`src/rtl/present80_key_schedule_if.sv`:
```
// Key-schedule port bundle: the master loads keys and requests rounds, the slave
// presents the current round key and its status flags.
interface present80_key_schedule_if;
  // Handshake: key_load and round_adv are single-cycle strobes taken on the rising
  // clock edge with no back-pressure. key_load wins when both are high. round_adv
  // is only accepted while a key is presented that is not K32. Every output is a
  // registered value and is stable for the whole cycle after the edge.
  logic        key_load;
  logic [79:0] key_in;
  logic        round_adv;
  logic [79:0] round_key;
  logic [4:0]  round_cnt;
  logic        key_valid;
  logic        last_key;
  logic [1:0]  state;

  modport master (
    output key_load, key_in, round_adv,
    input  round_key, round_cnt, key_valid, last_key, state
  );

  modport slave (
    input  key_load, key_in, round_adv,
    output round_key, round_cnt, key_valid, last_key, state
  );
endinterface

```
`src/rtl/present80_key_schedule.sv`:
```
// PRESENT-80 round-key generator: holds one 80-bit key register and steps it
// through K1..K32, one key per accepted round_adv strobe.
module present80_key_schedule (
  input logic                       clk,
  input logic                       rst_n,
  present80_key_schedule_if.slave   ks
);

  localparam logic [1:0] ST_IDLE   = 2'd0;
  localparam logic [1:0] ST_ACTIVE = 2'd1;
  localparam logic [1:0] ST_DONE   = 2'd2;
  localparam logic [4:0] CNT_LAST  = 5'd31;

  logic [1:0]  state_q, state_d;
  logic [79:0] key_q, key_d;
  logic [4:0]  cnt_q, cnt_d;
  logic        valid_q, valid_d;
  logic        last_q, last_d;
  logic [79:0] rot_key;
  logic [79:0] step_key;

  function automatic logic [3:0] sbox(input logic [3:0] x);
    logic [3:0] y;
    case (x)
      4'h0: y = 4'hC;
      4'h1: y = 4'h5;
      4'h2: y = 4'h6;
      4'h3: y = 4'hB;
      4'h4: y = 4'h9;
      4'h5: y = 4'h0;
      4'h6: y = 4'hA;
      4'h7: y = 4'hD;
      4'h8: y = 4'h3;
      4'h9: y = 4'hE;
      4'hA: y = 4'hF;
      4'hB: y = 4'h8;
      4'hC: y = 4'h4;
      4'hD: y = 4'h7;
      4'hE: y = 4'h1;
      default: y = 4'h2;
    endcase
    return y;
  endfunction

  // One schedule step: rotate left by 61, S-box the top nibble, mix in the round index.
  always_comb begin
    rot_key          = {key_q[18:0], key_q[79:19]};
    step_key         = rot_key;
    step_key[79:76]  = sbox(rot_key[79:76]);
    step_key[19:15]  = rot_key[19:15] ^ cnt_q;
  end

  always_comb begin
    state_d = state_q;
    key_d   = key_q;
    cnt_d   = cnt_q;
    valid_d = valid_q;
    last_d  = last_q;
    if (ks.key_load) begin
      // A load restarts the schedule from any state and drops a coincident advance.
      state_d = ST_ACTIVE;
      key_d   = ks.key_in;
      cnt_d   = 5'd1;
      valid_d = 1'b1;
      last_d  = 1'b0;
    end else if (ks.round_adv && (state_q == ST_ACTIVE)) begin
      key_d = step_key;
      if (cnt_q == CNT_LAST) begin
        // K32 keeps the counter at 31; there is no index 32.
        state_d = ST_DONE;
        last_d  = 1'b1;
      end else begin
        cnt_d = cnt_q + 5'd1;
      end
    end
  end

  always_ff @(posedge clk or negedge rst_n) begin
    if (!rst_n) begin
      state_q <= ST_IDLE;
      key_q   <= '0;
      cnt_q   <= '0;
      valid_q <= 1'b0;
      last_q  <= 1'b0;
    end else begin
      state_q <= state_d;
      key_q   <= key_d;
      cnt_q   <= cnt_d;
      valid_q <= valid_d;
      last_q  <= last_d;
    end
  end

  assign ks.round_key = key_q;
  assign ks.round_cnt = cnt_q;
  assign ks.key_valid = valid_q;
  assign ks.last_key  = last_q;
  assign ks.state     = state_q;

endmodule

```
`src/flat_wrapper.sv`:
```
// flat-port wrapper written by rule: the top's interface ports become plain ports
module present80_key_schedule_flat 
  (clk, rst_n, ks_key_load, ks_key_in, ks_round_adv, ks_round_key, ks_round_cnt, ks_key_valid, ks_last_key, ks_state);
  present80_key_schedule_if ks_i ();
  input logic clk;
  input logic rst_n;
  input wire logic [$bits(ks_i.key_load)-1:0] ks_key_load;
  input wire logic [$bits(ks_i.key_in)-1:0] ks_key_in;
  input wire logic [$bits(ks_i.round_adv)-1:0] ks_round_adv;
  output wire logic [$bits(ks_i.round_key)-1:0] ks_round_key;
  output wire logic [$bits(ks_i.round_cnt)-1:0] ks_round_cnt;
  output wire logic [$bits(ks_i.key_valid)-1:0] ks_key_valid;
  output wire logic [$bits(ks_i.last_key)-1:0] ks_last_key;
  output wire logic [$bits(ks_i.state)-1:0] ks_state;
  assign ks_i.key_load = ks_key_load;
  assign ks_i.key_in = ks_key_in;
  assign ks_i.round_adv = ks_round_adv;
  assign ks_round_key = ks_i.round_key;
  assign ks_round_cnt = ks_i.round_cnt;
  assign ks_key_valid = ks_i.key_valid;
  assign ks_last_key = ks_i.last_key;
  assign ks_state = ks_i.state;
  present80_key_schedule u_core (.clk(clk), .rst_n(rst_n), .ks(ks_i));
endmodule
```
`config.mk`:
```
export PLATFORM = sky130hd
export DESIGN_NAME = present80_key_schedule_flat
export DESIGN_NICKNAME = d
export VERILOG_FILES = /design/src/rtl/present80_key_schedule_if.sv /design/src/rtl/present80_key_schedule.sv /design/src/flat_wrapper.sv
export SDC_FILE = /design/constraint.sdc
export NUM_CORES = 1
export LEC_CHECK = 0
export ABC_AREA = 1
export ABC_CLOCK_PERIOD_IN_PS = 1400
export CAP_MARGIN = 20
export CORE_AREA = 2 2 107 109
export CTS_CLUSTER_SIZE = 8
export DETAILED_ROUTE_END_ITERATION = 8
export DIE_AREA = 0 0 109 111
export PLACE_DENSITY = 0.75
export SKIP_CTS_REPAIR_TIMING = 1
export SLEW_MARGIN = 20
export SYNTH_ARGS = -nofsm -noshare
export SYNTH_HDL_FRONTEND = slang
export SYNTH_SLANG_ARGS = --single-unit
```
`constraint.sdc`:
```
create_clock -name clk -period 1.4 [get_ports clk]
set_input_delay 0.28 -clock clk [delete_from_list [all_inputs] [get_ports clk]]
set_output_delay 0.28 -clock clk [all_outputs]
set_load 0.03 [all_outputs]
```
* Word-level counts from Yosys, hierarchy flattened *
Memory sizes are Yosys's and may differ from the RTL's.
Index checks and enable logic that the tools add are counted.

storage, ports and cells
  flip-flop bits (word level) = 89
  bits in latches = 0
  memory bits (writable) = 0
  bits in read-only memories = 64
  input port bits = 84
  output and inout bits = 89
  logic and storage cells = 27
  memories kept = 1

memories
  name              depth  width  rd ports  clocked after memory_dff  wr ports  line                          text
  (name not given)  16     4      1         0                         0         present80_key_schedule.sv:24  case (x)

operators by class
  add/subtract/negate cells = 1
  $mul = 0
  divide/modulo/power cells = 0
  magnitude comparators = 0
  eq/ne operators = 3
  shift-type cells = 0
  mux-type cells = 11
  bitwise operators = 1
  reductions and logical operators = 5

operator list
  operator             count
  $mux 80              2
  $mux 5               3
  $mux 2               3
  $add 5x1->5 const B  1
  $eq 5x5->1 const B   1
  $xor 5x5->5          1
  $reduce_and 2->1     2
  $reduce_bool 2->1    2
  $mux 1               3
  $eq 2x1->1 const B   1
  $ne 2x2->1 const B   1
  $logic_and 1x1->1    1

* Depth between registers and ports, before layout *
  word-level depth = 4
  mapped depth = 9
  depth with buffers taken out = 9

* Least setup slack after synthesis *
Ideal clock, no wire load.

  kind = flip-flop to flip-flop
  start = reg u_core.cnt_q[0] (netlist: u_core.ks.round_cnt[0])
  end = reg u_core.cnt_q[0] (netlist: u_core.ks.round_cnt[0])
  data arrival time = 1.498 ns
  slack = -0.219 ns
  stages on the path, launching flop included = 9
  period minus slack after synthesis = 1.619 ns
  path through = dfrtp_1 > ha_1 > nand2_1 > nor2_1 > ha_1 > nor2_2 > nor2_1 > nand2_1 > nand2_1

on the way
  word-level cells in the longest chain between the ends = 4
  elaborated cells on any way between the ends = 7
  those cells by class = add/sub (1); eq/ne (2); mux (3); reduce/logical (1)

ends and longest elaborated chain
  element                 line                          text
  from (decl)             present80_key_schedule.sv:16  logic [4:0] cnt_q, cnt_d;
  from (signal assigned)  present80_key_schedule.sv:88  cnt_q <= cnt_d;
  $add 5x1->5             present80_key_schedule.sv:73  cnt_d = cnt_q + 5'd1;
  $mux 5                  present80_key_schedule.sv:68  if (cnt_q == CNT_LAST) begin
  $mux 5                  present80_key_schedule.sv:66  end else if (ks.round_adv && (state_q == ST_ACTIVE)) begin
  $mux 5                  present80_key_schedule.sv:59  if (ks.key_load) begin

Parallel ways exist; a longest one is shown, timed or not. The select of a mux whose other input is x is not followed.
A chain may end at the register's enable or synchronous reset.

* Final worst setup path *
  start = reg u_core.cnt_q[1] (netlist: u_core.ks.round_cnt[1])
  end = reg u_core.cnt_q[3] (netlist: u_core.ks.round_cnt[3])

Same word-level chain as after synthesis.

==> metrics.txt <==
Total GRT Usage=23.1%; Area after DPL=0.00639 mm^2; pre-CTS setup slack=-0.215 ns; CTS Sinks=88; total CTS buffers=9; Cell Area, Synth=0.00421 mm^2; critical path peak fanout=6; Slowest-stage cell, CP=dfrtp_2; Clock power frac=31.4%; final period utilization=100%; nets=822; met3 capacity usage during global routing=5.76%; Die W=109 um; num rows=39; io pins=173; Reg clk slew, reported paths=0.06 ns; CP Capture Type=register; max cap viols=0; final setup vio count=1; Flop pwr share=39.7%; endpoints failing hold=0; crit start category=register; total gr overflow=0; die area=0.0121 mm^2; drt pass-1 iters=5; total number of vias=4,423; RePlAce Congestion=0.850; # DRC=0; Req. time, crit path=1.67 ns; IR drop worst, VDD=0.000538 V; top-area cell type share of the netlist area=52.3%; R2R Setup Slk=-0.005 ns; Syn Nets=622; synth top area cells=dfrtp_1, nand2_1, nand3_1, buf_2, ha_1; count of input and output buffers=172; worst-skew pair later-pin latency=0.34 ns; Internal=5.23 mW; Layout area overhead=65.9%; Pleak=4.05 nW; violated checks=negative setup slack; Via density=5.03; CP cell instances=ha_4, nand2_4, nor2_4, ha_4, nor2_4, buf_4, nand4_1, nand2_1; Final Max Slew Viols=0; max incr delay on CP=0.43 ns; GRT met1 Usage=31.0%; largest net degree at the start of global routing=44; RSZ-0062 raised after global routing=true; met2 Resource Use GR=36.8%; flop and latch count out of synthesis=88; CTS tree=done; clk root buf=clkbuf_16; Worst-Margin Slew=0.369 ns; Worst Path Buf+Inv=1; sequential fraction of the synthesis area=52.3%; Synth Instances=531; vias in the first global route=4,535; slew margin rel.=75.3%; library cells used by synthesis=20; Syn Area/Cell=7.93 um^2; Crit path max-delay family=simple AND/OR/NAND/NOR gates; switching power total=2.45 mW; Ant. Diodes=0; Max Freq=712 MHz; clock buffer depth=2; Tmin final=1.40 ns; drt total wl=13,700 um; Layout fillers=938; YS warnings=0; slack of the critical path=-0.00472 ns; total core area=0.0111 mm^2; kind of critical path=register to register; initial cell density of the core=38.0%; global-route wire length before repair=22,100 um; cell area after layout=0.00699 mm^2; WL/cell=15.6 um; Antenna Violating Nets Remaining=0; 1st-iter DRT viols=284; worst min path class=primary input to asynchronous set/reset pin; Die H=111 um; Arr. time, crit path=1.68 ns; post-DP HPWL=9890 um; Net Sw Frac=31.9%; initial antenna violation count=0; share of layout cells above drive strength 1=13.3%; most used routing layer=met2; status=complete, but fails checks; H-tree Lvls=3; Pwr Density=1100 mW/mm^2; Comb power frac=29.0%; Yosys top cell by area=dfrtp_1; final clock skew=0.00638 ns
## area by class of cell
type                            count  area [um^2]  share of cell area, %
Clock buffer                       11          243                   3.47
Clock inverter                      5         56.3                  0.806
Inverter                           19         75.1                   1.07
Tap cell                          143          179                   2.56
Timing Repair Buffer              220         2400                   34.4
Sequential cell                    88         2210                   31.6
Multi-Input combinational cell    393         1820                   26.1
## synth_stat cells
| master | n |
|---|---|
| nand2_1 | 237 |
| nand3_1 | 121 |
| dfrtp_1 | 88 |
| buf_2 | 21 |
| inv_1 | 16 |
| ha_1 | 7 |
| nor2_1 | 7 |
| a21oi_1 | 6 |
| xor2_1 | 5 |
| clkbuf_1 | 4 |
| buf_4 | 3 |
| buf_6 | 3 |
| nand4_1 | 3 |
| inv_2 | 2 |
| o21ai_0 | 2 |
| or2_2 | 2 |
| clkinv_2 | 1 |
| nand3_4 | 1 |
| nor2_2 | 1 |
| nor2_4 | 1 |
## stage by stage
stage               std cells  power (mW)  utilization (%)  setup TNS [ns]  hold WS, ns
finish                    879        7.68             63.1        -0.00472        0.325
global route              879        8.03             63.1          -0.271        0.335
CTS                       873        7.74             60.4          -22.11       -0.225
detailed placement        857        5.32             57.7          -14.97        0.137
global placement          857        5.27             57.7          -13.52        0.139
floorplan                 531        4.11                -          -0.175      -0.0156
## registers in the layout (all words and copies together), names as in the netlist
name and count:
u_core.ks.state 1, u_core.ks.round_key 80, u_core.ks.key_valid 1, u_core.ks.last_key 1, u_core.ks.round_cnt 5
## logic make-up (layout without fill, tap and decap cells)
group | count (synthesis) | in the layout | synth area share (%)
buf+inv | 50 | 255 | 5.91
simple gates | 373 | 373 | 37.7
flops | 88 | 88 | 52.3
compound gates | 8 | 8 | 0.951
fa+ha+maj | 7 | 7 | 2.08
xor+xnor | 5 | 5 | 1.04
## cells in the final DEF (no fill, tap or decap), drive strengths merged
| cell | count |
|---|---|
| clkinvlp | 1 |
| clkbuf | 13 |
| or2 | 2 |
| nand2 | 237 |
| nor2 | 9 |
| clkinv | 4 |
| clkdlybuf4s50 | 81 |
| dlygate4sd3 | 1 |
| nand3 | 122 |
| nand4 | 3 |
| inv | 18 |
| xor2 | 5 |
| a21oi | 6 |
| dlymetal6s2s | 76 |
| bufinv | 1 |
| ha | 7 |
| buf | 60 |
| dfrtp | 88 |
| o21ai | 2 |
## metal layers
layer	routed length, um	up-vias
li1	-	2104
met1	5660	2106
met2	6730	193
met3	1120	20
met4	240	0
met5	0	-
## path summary, 6_finish.rpt
kind | to | depth (start not counted) | startpoint
worst max-delay path | u_core.ks.round_cnt[3] | 8 | u_core.ks.round_cnt[1]
worst min-delay path | u_core.ks.round_key[17] | 2 | rst_n
worst max register to register | u_core.ks.round_cnt[3] | 8 | u_core.ks.round_cnt[1]
worst min register to register | u_core.ks.key_valid | 1 | u_core.ks.key_valid
max in group asynchronous | u_core.ks.round_key[8] | 3 | rst_n
min in group clk | u_core.ks.round_key[77] | 4 | ks_key_load
## power groups by stage
stage               registers, mW  logic [mW]  clock network, mW
floorplan                    3.58       0.528                  0
global placement             3.09        2.18                  0
detailed placement           3.10        2.22                  0
CTS                          3.06        2.23               2.45
global route                 3.09        2.38               2.56
finish                       3.05        2.22               2.41
Power figures use the tool's default switching activity.
